--- src/rtl/eqchk_sched_if.sv ---
// Requester, datapath and response signals of the equivalence-check scheduler.
interface eqchk_sched_if #(
    parameter int N_REQ = 4,
    parameter int CNT_W = 8
);
    localparam int IW = (N_REQ > 1) ? $clog2(N_REQ) : 1;

    logic [N_REQ-1:0]   req;
    logic [6*N_REQ-1:0] req_vec;
    logic [N_REQ-1:0]   gnt;
    logic [5:0]         dut_in;
    logic               dut_o1;
    logic               dut_o2;
    logic               rsp_valid;
    logic               rsp_ready;
    logic [IW-1:0]      rsp_id;
    logic               rsp_o1;
    logic               rsp_o2;
    logic               rsp_mismatch;
    logic [CNT_W-1:0]   mismatch_cnt;
    logic               busy;

    modport master (
        output req, req_vec, dut_o1, dut_o2, rsp_ready,
        input  gnt, dut_in, rsp_valid, rsp_id,
        input  rsp_o1, rsp_o2, rsp_mismatch,
        input  mismatch_cnt, busy
    );

    modport slave (
        input  req, req_vec, dut_o1, dut_o2, rsp_ready,
        output gnt, dut_in, rsp_valid, rsp_id,
        output rsp_o1, rsp_o2, rsp_mismatch,
        output mismatch_cnt, busy
    );
endinterface

--- src/rtl/eqchk_sched.sv ---
// Round-robin scheduler sharing one 6-in/2-out equivalence datapath
// between N_REQ requesters, with a saturating o1 != o2 counter.
module eqchk_sched #(
    parameter int N_REQ = 4,
    parameter int LAT   = 1,
    parameter int CNT_W = 8
) (
    input logic         clk,
    input logic         rst,
    eqchk_sched_if.slave bus
);
    localparam int IW = (N_REQ > 1) ? $clog2(N_REQ) : 1;
    localparam int WW = (LAT > 1) ? $clog2(LAT) : 1;

    typedef enum logic [1:0] {
        IDLE  = 2'd0,
        DRIVE = 2'd1,
        RESP  = 2'd2
    } state_e;

    state_e           state_q, state_d;
    logic [IW-1:0]    rr_q, rr_d;
    logic [WW-1:0]    wcnt_q, wcnt_d;
    logic [5:0]       op_q, op_d;
    logic [N_REQ-1:0] gnt_q, gnt_d;
    logic [IW-1:0]    id_q, id_d;
    logic             o1_q, o1_d;
    logic             o2_q, o2_d;
    logic             mis_q, mis_d;
    logic [CNT_W-1:0] cnt_q, cnt_d;

    logic [IW:0]      sum;
    logic [IW-1:0]    idx;
    logic [IW-1:0]    win;
    logic             found;

    // first requester at or after rr_q, wrapping modulo N_REQ
    always_comb begin
        sum   = '0;
        idx   = '0;
        win   = '0;
        found = 1'b0;
        for (int k = 0; k < N_REQ; k++) begin
            sum = {1'b0, rr_q} + (IW+1)'(k);
            if (sum >= (IW+1)'(N_REQ)) begin
                sum = sum - (IW+1)'(N_REQ);
            end
            idx = sum[IW-1:0];
            if (!found && bus.req[idx]) begin
                found = 1'b1;
                win   = idx;
            end
        end
    end

    always_comb begin
        state_d = state_q;
        rr_d    = rr_q;
        wcnt_d  = wcnt_q;
        op_d    = op_q;
        gnt_d   = '0;
        id_d    = id_q;
        o1_d    = o1_q;
        o2_d    = o2_q;
        mis_d   = mis_q;
        cnt_d   = cnt_q;
        unique case (state_q)
            IDLE: begin
                if (found) begin
                    state_d    = DRIVE;
                    gnt_d[win] = 1'b1;
                    op_d       = bus.req_vec[int'(win)*6 +: 6];
                    id_d       = win;
                    wcnt_d     = '0;
                end
            end
            DRIVE: begin
                if (wcnt_q == WW'(LAT-1)) begin
                    state_d = RESP;
                    o1_d    = bus.dut_o1;
                    o2_d    = bus.dut_o2;
                    mis_d   = bus.dut_o1 ^ bus.dut_o2;
                    if ((bus.dut_o1 ^ bus.dut_o2) && (cnt_q != '1)) begin
                        cnt_d = cnt_q + CNT_W'(1);
                    end
                end else begin
                    wcnt_d = wcnt_q + WW'(1);
                end
            end
            RESP: begin
                if (bus.rsp_ready) begin
                    state_d = IDLE;
                    rr_d    = (id_q == IW'(N_REQ-1)) ? '0 : id_q + IW'(1);
                end
            end
            default: state_d = IDLE;
        endcase
    end

    always_ff @(posedge clk or posedge rst) begin
        if (rst) begin
            state_q <= IDLE;
            rr_q    <= '0;
            wcnt_q  <= '0;
            op_q    <= '0;
            gnt_q   <= '0;
            id_q    <= '0;
            o1_q    <= 1'b0;
            o2_q    <= 1'b0;
            mis_q   <= 1'b0;
            cnt_q   <= '0;
        end else begin
            state_q <= state_d;
            rr_q    <= rr_d;
            wcnt_q  <= wcnt_d;
            op_q    <= op_d;
            gnt_q   <= gnt_d;
            id_q    <= id_d;
            o1_q    <= o1_d;
            o2_q    <= o2_d;
            mis_q   <= mis_d;
            cnt_q   <= cnt_d;
        end
    end

    assign bus.gnt          = gnt_q;
    assign bus.dut_in       = op_q;
    assign bus.rsp_valid    = (state_q == RESP);
    assign bus.rsp_id       = id_q;
    assign bus.rsp_o1       = o1_q;
    assign bus.rsp_o2       = o2_q;
    assign bus.rsp_mismatch = mis_q;
    assign bus.mismatch_cnt = cnt_q;
    assign bus.busy         = (state_q != IDLE);
endmodule

--- src/flat_wrapper.sv ---
// flat-port wrapper written by rule: the top's interface ports become plain ports
module eqchk_sched_flat 
#(
    parameter int N_REQ = 4,
    parameter int LAT   = 1,
    parameter int CNT_W = 8
)
  (clk, rst, bus_req, bus_req_vec, bus_dut_o1, bus_dut_o2, bus_rsp_ready, bus_gnt, bus_dut_in, bus_rsp_valid, bus_rsp_id, bus_rsp_o1, bus_rsp_o2, bus_rsp_mismatch, bus_mismatch_cnt, bus_busy);
  eqchk_sched_if #(.N_REQ(N_REQ), .CNT_W(CNT_W)) bus_i ();
  input logic clk;
  input logic rst;
  input wire logic [$bits(bus_i.req)-1:0] bus_req;
  input wire logic [$bits(bus_i.req_vec)-1:0] bus_req_vec;
  input wire logic [$bits(bus_i.dut_o1)-1:0] bus_dut_o1;
  input wire logic [$bits(bus_i.dut_o2)-1:0] bus_dut_o2;
  input wire logic [$bits(bus_i.rsp_ready)-1:0] bus_rsp_ready;
  output wire logic [$bits(bus_i.gnt)-1:0] bus_gnt;
  output wire logic [$bits(bus_i.dut_in)-1:0] bus_dut_in;
  output wire logic [$bits(bus_i.rsp_valid)-1:0] bus_rsp_valid;
  output wire logic [$bits(bus_i.rsp_id)-1:0] bus_rsp_id;
  output wire logic [$bits(bus_i.rsp_o1)-1:0] bus_rsp_o1;
  output wire logic [$bits(bus_i.rsp_o2)-1:0] bus_rsp_o2;
  output wire logic [$bits(bus_i.rsp_mismatch)-1:0] bus_rsp_mismatch;
  output wire logic [$bits(bus_i.mismatch_cnt)-1:0] bus_mismatch_cnt;
  output wire logic [$bits(bus_i.busy)-1:0] bus_busy;
  assign bus_i.req = bus_req;
  assign bus_i.req_vec = bus_req_vec;
  assign bus_i.dut_o1 = bus_dut_o1;
  assign bus_i.dut_o2 = bus_dut_o2;
  assign bus_i.rsp_ready = bus_rsp_ready;
  assign bus_gnt = bus_i.gnt;
  assign bus_dut_in = bus_i.dut_in;
  assign bus_rsp_valid = bus_i.rsp_valid;
  assign bus_rsp_id = bus_i.rsp_id;
  assign bus_rsp_o1 = bus_i.rsp_o1;
  assign bus_rsp_o2 = bus_i.rsp_o2;
  assign bus_rsp_mismatch = bus_i.rsp_mismatch;
  assign bus_mismatch_cnt = bus_i.mismatch_cnt;
  assign bus_busy = bus_i.busy;
  eqchk_sched #(.N_REQ(N_REQ), .LAT(LAT), .CNT_W(CNT_W)) u_core (.clk(clk), .rst(rst), .bus(bus_i));
endmodule
--- config.mk ---
export PLATFORM = sky130hd
export DESIGN_NAME = eqchk_sched_flat
export DESIGN_NICKNAME = d
export VERILOG_FILES = /design/src/rtl/eqchk_sched_if.sv /design/src/rtl/eqchk_sched.sv /design/src/flat_wrapper.sv
export SDC_FILE = /design/constraint.sdc
export NUM_CORES = 1
export LEC_CHECK = 0
export ABC_CLOCK_PERIOD_IN_PS = 4700
export CELL_PAD_IN_SITES_DETAIL_PLACEMENT = 0
export CELL_PAD_IN_SITES_GLOBAL_PLACEMENT = 1
export CORE_ASPECT_RATIO = 0.6
export CORE_UTILIZATION = 42
export DETAILED_ROUTE_END_ITERATION = 8
export DONT_BUFFER_PORTS = 1
export GPL_TIMING_DRIVEN = 0
export PLACE_DENSITY_LB_ADDON = 0.08
export SLEW_MARGIN = 20
export SYNTH_ARGS = -nofsm -noshare
export SYNTH_HDL_FRONTEND = slang
export SYNTH_SLANG_ARGS = --single-unit
--- constraint.sdc ---
create_clock -name clk -period 4.7 [get_ports clk]
set_input_delay 0.94 -clock clk [delete_from_list [all_inputs] [get_ports clk]]
set_output_delay 0.94 -clock clk [all_outputs]
set_load 0.05 [all_outputs]
==> qor.yml, run 1 <==
critPathKind: "flip-flop to flip-flop"
detailed_place.area_um2: 1370
leakage_nw: 0.662
via_per_inst: 5.37
cellPowerDensity_nw_per_um2: 821
mappedNetlistNets: 153
worst_clock_skew_ns: 0.00226
placement.io_buffers: 0
comb_power_share_pct: 29.7
global_route.usage.total_pct: 16.8
final_common_cell: "sky130_fd_sc_hd__dfrtp_1"
cts.sinks: 27
number_of_buffers_on_the_longest_clock_path: 2
postRouteWirelength_mm: 2.56
synth_seq_area_share_pct: 51.2
p_int_w: 0.000533
first_pass_grt_wire_length_mm: 4.16
first_global_vias: 867
htreeDepth: 1
route.detailed.drc: 0
synthToLayoutAreaGrowth_pct: 7.40
setup.worst_path.end_class: "flip-flop"
core_region_area_um2: 2930
post_synthesis_register_bit_count: 27
synth.largest_area_cell: "sky130_fd_sc_hd__dfrtp_1"
timing.fmax_ghz: 0.429
fin_crit_ns: 2.33
synth-edff-count: 0
floorplan.initialDensity_pct: 45.0
finalPower_w: 0.00116
p_sw_share_pct: 54.1
antenna_found_initial: 0
peakVddDrop_mv: 0.323
setup_viol: 0
ant_nets: 0
post_cts_resize_count: 0
postCtsSetupBuffers: 0
clock_latency_ns: 0.27
synth_top_flop_cell: "sky130_fd_sc_hd__dfrtp_1"
grt_setup_unrepaired: "no"
horizontal_die_dimension_um: 74.3
yosys_warnings: 0
tritoncts.num_buffers: 3
critPathLaunchType: "flip-flop"
antenna_cells: 0
worst_slew_pin_slew_ns: 0.616
finalCritPeriodShare_pct: 49.6
drv_cap: 0
worst-path-max-fanout: 6
top_level_ports: 58
tritonroute_pass_1_iters: 2
status: "completed"
finalHoldViolations: 0
share_seq_of_total_power_pct: 59.1
postSynthAreaPerCell_um2: 11.2
cts_hold_bufs: 0
final_layout_size_suffix_gt1_share_pct: 9.84
clk_pin_slew_ns: 0.09
largest_net_degree_at_the_start_of_global_routing: 28
syn-cell-area_um2: 1320
hold_path.class: "flip-flop to flip-flop"
layout_common_cells: "sky130_fd_sc_hd__dfrtp_1, sky130_fd_sc_hd__nand2_1, sky130_fd_sc_hd__mux2i_1"
route.detailed.wl_per_inst_um: 15.6
cell_area_after_layout_um2: 1420
slew-limit-headroom_pct: 58.9
sw_power_w: 0.000629
synthesis.instances: 118
ys_top_cells_by_area: "sky130_fd_sc_hd__dfrtp_1, sky130_fd_sc_hd__mux2i_1, sky130_fd_sc_hd__nand2_1"
die_y_um: 45.4
ys_async_sr_fraction_pct: 100
finish.net_count: 158
drtIter0Drc: 35
clk_root_buffer_cell: "sky130_fd_sc_hd__clkbuf_8"
dpl.hpwl_mm: 1.92
gr-total-overflow: 0
yosys.area.top_type_share_pct: 51.2
fin_setup_tns_ns: 0
synth.lib_cells_used.distinct: 24
fp.dieArea_um2: 3380
cp.arrival_ns: 2.53
fp-row-count: 15
dr_total_vias: 880
cp_data_required_time_ns: 4.89
p_clk_share_pct: 11.2
timing.final.max_slew_violations: 0
final_weighted_congestion_in_routability_driven_placement: 0.746
cts_tree: "built"
worst paths after layout:
check	start	end	slack (ns)	depth (start not counted)
min	u_core.rr_q[0]$_DFFE_PP0P_	u_core.rr_q[0]$_DFFE_PP0P_	0.55	2
max	u_core.bus.mismatch_cnt[0]$_DFFE_PP0P_	u_core.bus.mismatch_cnt[7]$_DFFE_PP0P_	2.37	6
min in group asynchronous	rst	u_core.bus.dut_in[5]$_DFFE_PP0P_	0.60	1
min reg2reg	u_core.rr_q[0]$_DFFE_PP0P_	u_core.rr_q[0]$_DFFE_PP0P_	0.55	2
max reg2reg	u_core.bus.mismatch_cnt[0]$_DFFE_PP0P_	u_core.bus.mismatch_cnt[7]$_DFFE_PP0P_	2.37	6
max in group asynchronous	rst	u_core.bus.gnt[2]$_DFF_PP0_	3.72	1
cell families (layout without fill, tap and decap cells):
family,count (synthesis),in the layout,synth area share [%]
fa+ha+maj,2,2,1.90
flops,27,27,51.2
xor+xnor,8,8,5.31
simple gates,40,40,14.2
buf+inv,7,11,3.70
compound gates,17,17,10.3
mux,17,17,13.3
stage by stage:
step	hold WS (ns)	std cells	util [%]	setup slack [ns]
final	0.552	164	48.4	2.37
after global routing	0.581	164	48.4	2.22
after global placement	0.524	160	46.8	2.44
after CTS	0.558	164	48.4	2.39
after detailed placement	0.537	160	46.8	2.39
after floorplan	0.491	118	-	2.63
layer usage:
metal | track usage, % | up-vias | part of all wire, %
li1 | - | 423 | -
met1 | 25.3 | 425 | 52
met2 | 24.4 | 32 | 41
met3 | 5.75 | 0 | 6.7
met4 | 0.755 | 0 | 0
met5 | 0 | - | 0
worst max-delay path, cell delays in order (launching register included):
cell	delay [ns]
sky130_fd_sc_hd__dfrtp_1	0.61
sky130_fd_sc_hd__ha_1	0.37
sky130_fd_sc_hd__and3_1	0.23
sky130_fd_sc_hd__a311oi_4	0.45
sky130_fd_sc_hd__nand4_1	0.26
sky130_fd_sc_hd__nor2_1	0.19
sky130_fd_sc_hd__xor2_1	0.16
final cells by class:
type / count / area, um^2
fillers: 278 / 1510
multi-input cells: 84 / 594
plain buffers: 3 / 33.8
flip-flops and latches: 27 / 676
inverters: 4 / 15.0
clock buffers: 4 / 45.0
well taps: 42 / 52.6
cell usage after synthesis (all sizes together), types with 3 or more instances:
cell    count
dfrtp      27
nand2      19
mux2i      13
nor2        6
o221ai      6
a21oi       4
inv         4
mux2        4
nand2b      4
xnor2       4
xor2        4
buf         3
or2         3
flip-flops by register name (all words and copies together), names as in the netlist:
name,count
u_core.bus.mismatch_cnt,8
u_core.bus.dut_in,6
u_core.bus.gnt,4
u_core.bus.rsp_id,2
u_core.rr_q,2
u_core.state_q,2
u_core.bus.rsp_mismatch,1
u_core.bus.rsp_o1,1
u_core.bus.rsp_o2,1
power by group through the flow:
stage	clock (W)	sequential (W)	combinational, W
2_1_floorplan	0	0.000668	0.000295
3_3_place_gp	0	0.000690	0.000340
6_report	0.000130	0.000687	0.000345
3_5_place_dp	0	0.000693	0.000348
4_1_cts	0.000137	0.000688	0.000348
5_1_grt	0.000146	0.000703	0.000390
(Power assumes the default switching activity.)
==> run 2, diff against run 1 <==
--- a/config.mk
+++ b/config.mk
@@ -5,7 +5,7 @@
 export SDC_FILE = /design/constraint.sdc
 export NUM_CORES = 1
 export LEC_CHECK = 0
-export ABC_CLOCK_PERIOD_IN_PS = 4700
+export ABC_CLOCK_PERIOD_IN_PS = 2200
 export CELL_PAD_IN_SITES_DETAIL_PLACEMENT = 0
 export CELL_PAD_IN_SITES_GLOBAL_PLACEMENT = 1
 export CORE_ASPECT_RATIO = 0.6
==> constraint.sdc (replaced) <==
create_clock -name clk -period 2.2 [get_ports clk]
set_input_delay 0.44 -clock clk [delete_from_list [all_inputs] [get_ports clk]]
set_output_delay 0.44 -clock clk [all_outputs]
set_load 0.05 [all_outputs]
==> run 2 against run 1 <==
Cell area is 1.2% higher. Critical endpoint is now u_core.bus.mismatch_cnt[1]$_DFFE_PP0P_. Setup slack worse by 2.3 ns. Core utilization is 0.60 points higher. Clock skew hardly changed. Highest routed layer is now met4. Largest cell class unchanged. Clock power is 110% higher. Hold slack worse by 0.45 ns. Clock-buffer cell count stayed put. Routed wire length is 0.59% lower.
==> qor.yml, run 2 (synthesized netlist as in run 1, its figures left out) <==
status: "completed"  # unchanged
clock_latency_ns: 0.27  # about the same
timing.fmax_ghz: 0.479  # was 0.429 GHz
antenna_cells: 0  # unchanged
tritonroute_pass_1_iters: 3  # was 2
largest_register_ffs: 8  # unchanged
worst_slew_pin_slew_ns: 0.608  # was 0.616 ns
worst-path-max-fanout: 4  # was 6
wirelength_met1_mm: 1.30  # was 1.33 mm
worst_hold_slack_ns: 0.102  # was 0.552 ns
top_level_ports: 58  # unchanged
ant_nets: 0  # unchanged
worstRegToRegCells: 6  # unchanged
peakVddDrop_mv: 0.727  # was 0.323 mV
critPathKind: "flip-flop to flip-flop"  # unchanged
fp-row-count: 15  # unchanged
setup_viol: 0  # unchanged
cts_tree: "built"  # unchanged
drtIter0Drc: 38  # was 35
leakage_nw: 0.670  # was 0.662 nW
cts.sinks: 27  # unchanged
first_global_vias: 866  # was 867
htreeDepth: 1  # unchanged
die_y_um: 45.4  # unchanged
clk_root_buffer_cell: "sky130_fd_sc_hd__clkbuf_8"  # unchanged
largest_net_degree_at_the_start_of_global_routing: 28  # unchanged
layout_common_cells: "sky130_fd_sc_hd__dfrtp_1, sky130_fd_sc_hd__nand2_1, sky130_fd_sc_hd__mux2i_1"  # unchanged
synthToLayoutAreaGrowth_pct: 8.73  # was 7.40%
tritoncts.num_buffers: 3  # unchanged
antenna_found_initial: 0  # unchanged
dpl.hpwl_mm: 1.92  # unchanged
route.detailed.drc: 0  # unchanged
detailroute.wirelength.met2_mm: 1.05  # about the same
fin_crit_ns: 2.09  # was 2.33 ns
first_pass_grt_wire_length_mm: 4.16  # unchanged
global_route.usage.total_pct: 16.8  # unchanged
via_per_inst: 5.34  # was 5.37
drv_cap: 0  # unchanged
filler_cell_count_in_the_final_layout: 277  # was 278
multi_input_area_um2: 594  # unchanged
finalHoldViolations: 0  # unchanged
slew-limit-headroom_pct: 59.5  # was 58.9%
worst_clock_skew_ns: 0.00226  # about the same
seqCellArea_um2: 678  # was 676 um^2
placement.io_buffers: 0  # unchanged
clk_pin_slew_ns: 0.09  # about the same
dp_worst_setup_slack_ns: -0.107  # was 2.39 ns
final_layout_size_suffix_gt1_share_pct: 12.9  # was 9.84%
fp.dieArea_um2: 3380  # unchanged
floorplan.initialDensity_pct: 45.0  # unchanged
postRouteWirelength_mm: 2.54  # was 2.56 mm
finish.net_count: 160  # was 158
horizontal_die_dimension_um: 74.3  # unchanged
wl_met3_um: 170  # was 171 um
cp.arrival_ns: 2.25  # was 2.53 ns
final_weighted_congestion_in_routability_driven_placement: 0.746  # unchanged
critPathLaunchType: "flip-flop"  # unchanged
route.detailed.wl_per_inst_um: 15.3  # was 15.6 um
cellPowerDensity_nw_per_um2: 1740  # was 821 nW/um^2
highest_layer: "met4"  # was met3
hold_path.class: "input pin to async pin"  # was flip-flop to flip-flop
final_common_cell: "sky130_fd_sc_hd__dfrtp_1"  # unchanged
timing.final.max_slew_violations: 0  # unchanged
setup.worst_path.end_class: "flip-flop"  # unchanged
grt_setup_unrepaired: "no"  # unchanged
number_of_buffers_on_the_longest_clock_path: 2  # unchanged
finalCritPeriodShare_pct: 94.9  # was 49.6%
cp_data_required_time_ns: 2.36  # was 4.89 ns
core_region_area_um2: 2930  # unchanged
dr_total_vias: 887  # was 880
gr-total-overflow: 0  # unchanged
final_critical_path_setup_slack_ns: 0.113  # was 2.37 ns
==> run 2: cell types whose count changed in the layout (fill, tap and decap cells not counted), sizes merged <==
cell,change
buf,+2
==> run 2: what timing repair did <==
action / 4_1_cts / 5_1_grt
cloned: 0 / 0
resized for setup: 2 / 0
pin swaps: 0 / 2
setup endpoints to repair: 3 / 3
hold buffers: 0 / 0
setup buffers: 0 / 2
==> run 2: routing by layer <==
metal	global-route usage [%]	vias up
li1	-	426
met1	25.6	425
met2	24.0	34
met3	5.75	2
met4	0.755	0
met5	0	-
==> run 2: path summary, 6_finish.rpt <==
check / start / end / slack [ns]
setup / recovery: u_core.bus.mismatch_cnt[0]$_DFFE_PP0P_ / u_core.bus.mismatch_cnt[1]$_DFFE_PP0P_ / 0.11
hold / removal: rst / u_core.bus.dut_in[5]$_DFFE_PP0P_ / 0.10
setup reg to reg: u_core.bus.mismatch_cnt[0]$_DFFE_PP0P_ / u_core.bus.mismatch_cnt[1]$_DFFE_PP0P_ / 0.11
hold reg to reg: u_core.rr_q[0]$_DFFE_PP0P_ / u_core.rr_q[0]$_DFFE_PP0P_ / 0.55
max in group asynchronous: rst / u_core.bus.mismatch_cnt[0]$_DFFE_PP0P_ / 1.69
min in group clk: bus_rsp_ready / u_core.state_q[1]$_DFFE_PP0P_ / 0.28
==> run 2: cell type report <==
type | count | area share [%]
timing repair buffer | 2 | 1.05
clock buffer | 4 | 3.14
inverter | 4 | 1.05
buffer | 3 | 2.36
multi-input combinational | 84 | 41.4
sequential | 27 | 47.3
tap | 42 | 3.66
==> run 2: critical path: stages, from the launching register on <==
cell and delay [ns]:
sky130_fd_sc_hd__dfrtp_2 0.54, sky130_fd_sc_hd__ha_1 0.30, sky130_fd_sc_hd__and3_1 0.23, sky130_fd_sc_hd__a311oi_4 0.30, sky130_fd_sc_hd__buf_4 0.18, sky130_fd_sc_hd__buf_4 0.11
sky130_fd_sc_hd__mux2_2 0.31
==> run 2: through the flow <==
stage                     std cells  setup TNS [ns]  power, W  area, um^2  util, %
after detailed placement        160          -0.203   0.00222        1370     46.8
after floorplan                 118               0   0.00206        1320        -
after CTS                       164               0   0.00251        1420     48.5
after global routing            166               0   0.00266        1430     49.0
after global placement          160          -0.105   0.00220        1370     46.8
final                           166               0   0.00250        1430     49.0
==> run 2: power breakdown <==
group / internal (W) / switching, W
logic: 0.000331 / 0.000418
clock network: 0.000130 / 0.000148
registers: 0.000695 / 0.000777
==> run 3, diff against run 2 <==
--- a/config.mk
+++ b/config.mk
@@ -10,6 +10,7 @@
 export CELL_PAD_IN_SITES_GLOBAL_PLACEMENT = 1
 export CORE_ASPECT_RATIO = 0.6
 export CORE_UTILIZATION = 42
+export CTS_BUF_LIST = sky130_fd_sc_hd__clkbuf_8
 export DETAILED_ROUTE_END_ITERATION = 8
 export DONT_BUFFER_PORTS = 1
 export GPL_TIMING_DRIVEN = 0
==> run 3 against run 2 <==
Clock skew hardly changed. Sequential share of layout area stayed put. Hold slack hardly changed. Setup slack hardly changed. Cell count stayed put. First-iteration DRC count stayed put. Clock power is 2% lower. Critical path type unchanged. Highest routed layer unchanged.
==> qor.yml, run 3 (synthesized netlist as in run 1, its figures left out) <==
status: "completed"  # unchanged
final_layout_size_suffix_gt1_share_pct: 12.9  # unchanged
fp-row-count: 15  # unchanged
p_sw_share_pct: 53.9  # was 53.8%
synthToLayoutAreaGrowth_pct: 8.73  # unchanged
worstReg2RegEnd: "u_core.bus.mismatch_cnt[1]$_DFFE_PP0P_"  # unchanged
slew-limit-headroom_pct: 59.5  # about the same
cts_hold_bufs: 0  # unchanged
leakage_nw: 0.674  # was 0.670 nW
cts_tree: "built"  # unchanged
largest_register_ffs: 8  # unchanged
timing.final.max_slew_violations: 0  # unchanged
drv_cap: 0  # unchanged
core_region_area_um2: 2930  # unchanged
tritoncts.num_buffers: 3  # unchanged
final_weighted_congestion_in_routability_driven_placement: 0.746  # unchanged
timing.fmax_ghz: 0.479  # about the same
clock_latency_ns: 0.27  # about the same
final_cell_count_no_fill: 166  # unchanged
critical_path.max_stage_delay_ns: 0.54  # about the same
route.detailed.wl_per_inst_um: 15.3  # unchanged
cellPowerDensity_nw_per_um2: 1740  # about the same
p_clk_share_pct: 10.9  # was 11.1%
finalHoldViolations: 0  # unchanged
final_common_cell: "sky130_fd_sc_hd__dfrtp_1"  # unchanged
regToRegStartpoint: "u_core.bus.mismatch_cnt[0]$_DFFE_PP0P_"  # unchanged
beginning_of_the_critical_path: "u_core.bus.mismatch_cnt[0]$_DFFE_PP0P_"  # unchanged
htreeDepth: 1  # unchanged
finalCritPeriodShare_pct: 94.9  # about the same
floorplan.initialDensity_pct: 45.0  # unchanged
layout.core_utilization_pct: 49.0  # unchanged
cp_data_required_time_ns: 2.36  # about the same
gr-total-overflow: 0  # unchanged
cpMostUsedCell: "sky130_fd_sc_hd__buf_4"  # unchanged
placement.io_buffers: 0  # unchanged
cpMaxStageDelayCell: "sky130_fd_sc_hd__dfrtp_2"  # unchanged
dp_worst_setup_slack_ns: -0.107  # unchanged
top_level_ports: 58  # unchanged
worst-path-max-fanout: 4  # unchanged
finish.net_count: 160  # unchanged
drtIter0Drc: 38  # unchanged
fp.dieArea_um2: 3380  # unchanged
tritonroute_pass_1_iters: 3  # unchanged
dpl.hpwl_mm: 1.92  # unchanged
finalPower_w: 0.00249  # was 0.00250 W
first_global_vias: 866  # unchanged
grt_setup_unrepaired: "no"  # unchanged
antenna_found_initial: 0  # unchanged
hold_path.class: "input pin to async pin"  # unchanged
setup.worst_path.end_class: "flip-flop"  # unchanged
via_per_inst: 5.34  # unchanged
instance_count_after_placement_with_tap_cells_included: 160  # unchanged
ant_nets: 0  # unchanged
first_pass_grt_wire_length_mm: 4.16  # unchanged
horizontal_die_dimension_um: 74.3  # unchanged
regToRegSetupSlack_ns: 0.11  # about the same
peakVddDrop_mv: 0.727  # about the same
critPathTopFamily: "flip-flops"  # unchanged
setup_viol: 0  # unchanged
largest_net_degree_at_the_start_of_global_routing: 28  # unchanged
fin_crit_ns: 2.09  # about the same
global_route.usage.total_pct: 16.8  # unchanged
critPathKind: "flip-flop to flip-flop"  # unchanged
dr_total_vias: 887  # unchanged
cp.arrival_ns: 2.25  # about the same
number_of_buffers_on_the_longest_clock_path: 2  # unchanged
cts.sinks: 27  # unchanged
worstRegToRegCells: 6  # unchanged
final_critical_path_setup_slack_ns: 0.113  # about the same
postRouteWirelength_mm: 2.54  # unchanged
critPathLaunchType: "flip-flop"  # unchanged
crit_buf_inv: 2  # unchanged
crit_cells: 6  # unchanged
route.detailed.drc: 0  # unchanged
sw_power_w: 0.00134  # about the same
critPathCapture: "u_core.bus.mismatch_cnt[1]$_DFFE_PP0P_"  # unchanged
p_int_w: 0.00115  # was 0.00116 W
share_seq_of_total_power_pct: 59.0  # was 58.9%
cp_cell_sequence: "ha_1 > and3_1 > a311oi_4 > buf_4 > buf_4 > mux2_2"  # unchanged
worst_clock_skew_ns: 0.00229  # was 0.00226 ns
layout_common_cells: "sky130_fd_sc_hd__dfrtp_1, sky130_fd_sc_hd__nand2_1, sky130_fd_sc_hd__mux2i_1"  # unchanged
antenna_cells: 0  # unchanged
comb_power_share_pct: 30.0  # about the same
clk_pin_slew_ns: 0.09  # about the same
die_y_um: 45.4  # unchanged
clk_root_buffer_cell: "sky130_fd_sc_hd__clkbuf_8"  # unchanged
worst_slew_pin_slew_ns: 0.608  # about the same
## run 3: timing repair
action	4_1_cts	5_1_grt
pin swaps	0	2
setup endpoints to repair	3	3
buffers inserted	0	2
gates resized for setup	2	0
hold endpoints to repair	0	0
## run 3: worst register-to-register path: cells and delay by family (launching register included)
kind	cells	cell delay, ns
adder cells (fa/ha/maj)	1	0.31
flip-flops	1	0.54
multiplexers	1	0.31
AND/OR/NAND/NOR	1	0.23
AO/OA/AOI/OAI	1	0.30
buffers and inverters	2	0.29
## run 3: how the worst min path moves through the flow
stage                                     from                                endpoint  slack (ns)  depth (start not counted)
floorplan                                  rst        u_core.bus.dut_in[0]$_DFFE_PP0P_        0.49                          1
global placement    u_core.rr_q[0]$_DFFE_PP0P_              u_core.rr_q[0]$_DFFE_PP0P_        0.52                          2
detailed placement  u_core.rr_q[0]$_DFFE_PP0P_              u_core.rr_q[0]$_DFFE_PP0P_        0.54                          2
CTS                              bus_rsp_ready           u_core.state_q[1]$_DFFE_PP0P_        0.27                          1
global route                               rst  u_core.bus.mismatch_cnt[7]$_DFFE_PP0P_        0.14                          1
finish                                     rst        u_core.bus.dut_in[5]$_DFFE_PP0P_        0.10                          1
## run 3: power groups by stage
| stage | logic [W] | registers [W] | clock network [W] |
|---|---|---|---|
| after floorplan | 0.000630 | 0.00143 | 0 |
| after global placement | 0.000727 | 0.00148 | 0 |
| after detailed placement | 0.000744 | 0.00148 | 0 |
| after CTS | 0.000744 | 0.00148 | 0.000289 |
| after global routing | 0.000847 | 0.00150 | 0.000308 |
| final | 0.000749 | 0.00147 | 0.000272 |
## run 3: layout make-up
class | count | area (um^2)
multi-input cells | 84 | 594
clock buffers | 3 | 41.3
inverters | 4 | 15.0
plain buffers | 3 | 33.8
flip-flops and latches | 27 | 678
clock inverters | 1 | 3.75
fillers | 277 | 1490
repair buffers | 2 | 15.0
well taps | 42 | 52.6
## run 3: stage by stage
step | hold slack, ns | setup TNS (ns) | cell area [um^2]
finish | 0.102 | 0 | 1430
global route | 0.143 | 0 | 1430
CTS | 0.266 | 0 | 1420
detailed placement | 0.537 | -0.203 | 1370
global placement | 0.524 | -0.105 | 1370
floorplan | 0.491 | 0 | 1320
## run 3: layer usage
layer  GRT usage (%)  wire length (um)  part of all wire [%]  up-vias
met4           0.755                18                  0.71        0
met3            5.75               170                   6.7        2
li1                -                 -                     -      426
met2            24.0              1050                    41       34
met5               0                 0                     0        -
met1            25.6              1300                    51      425
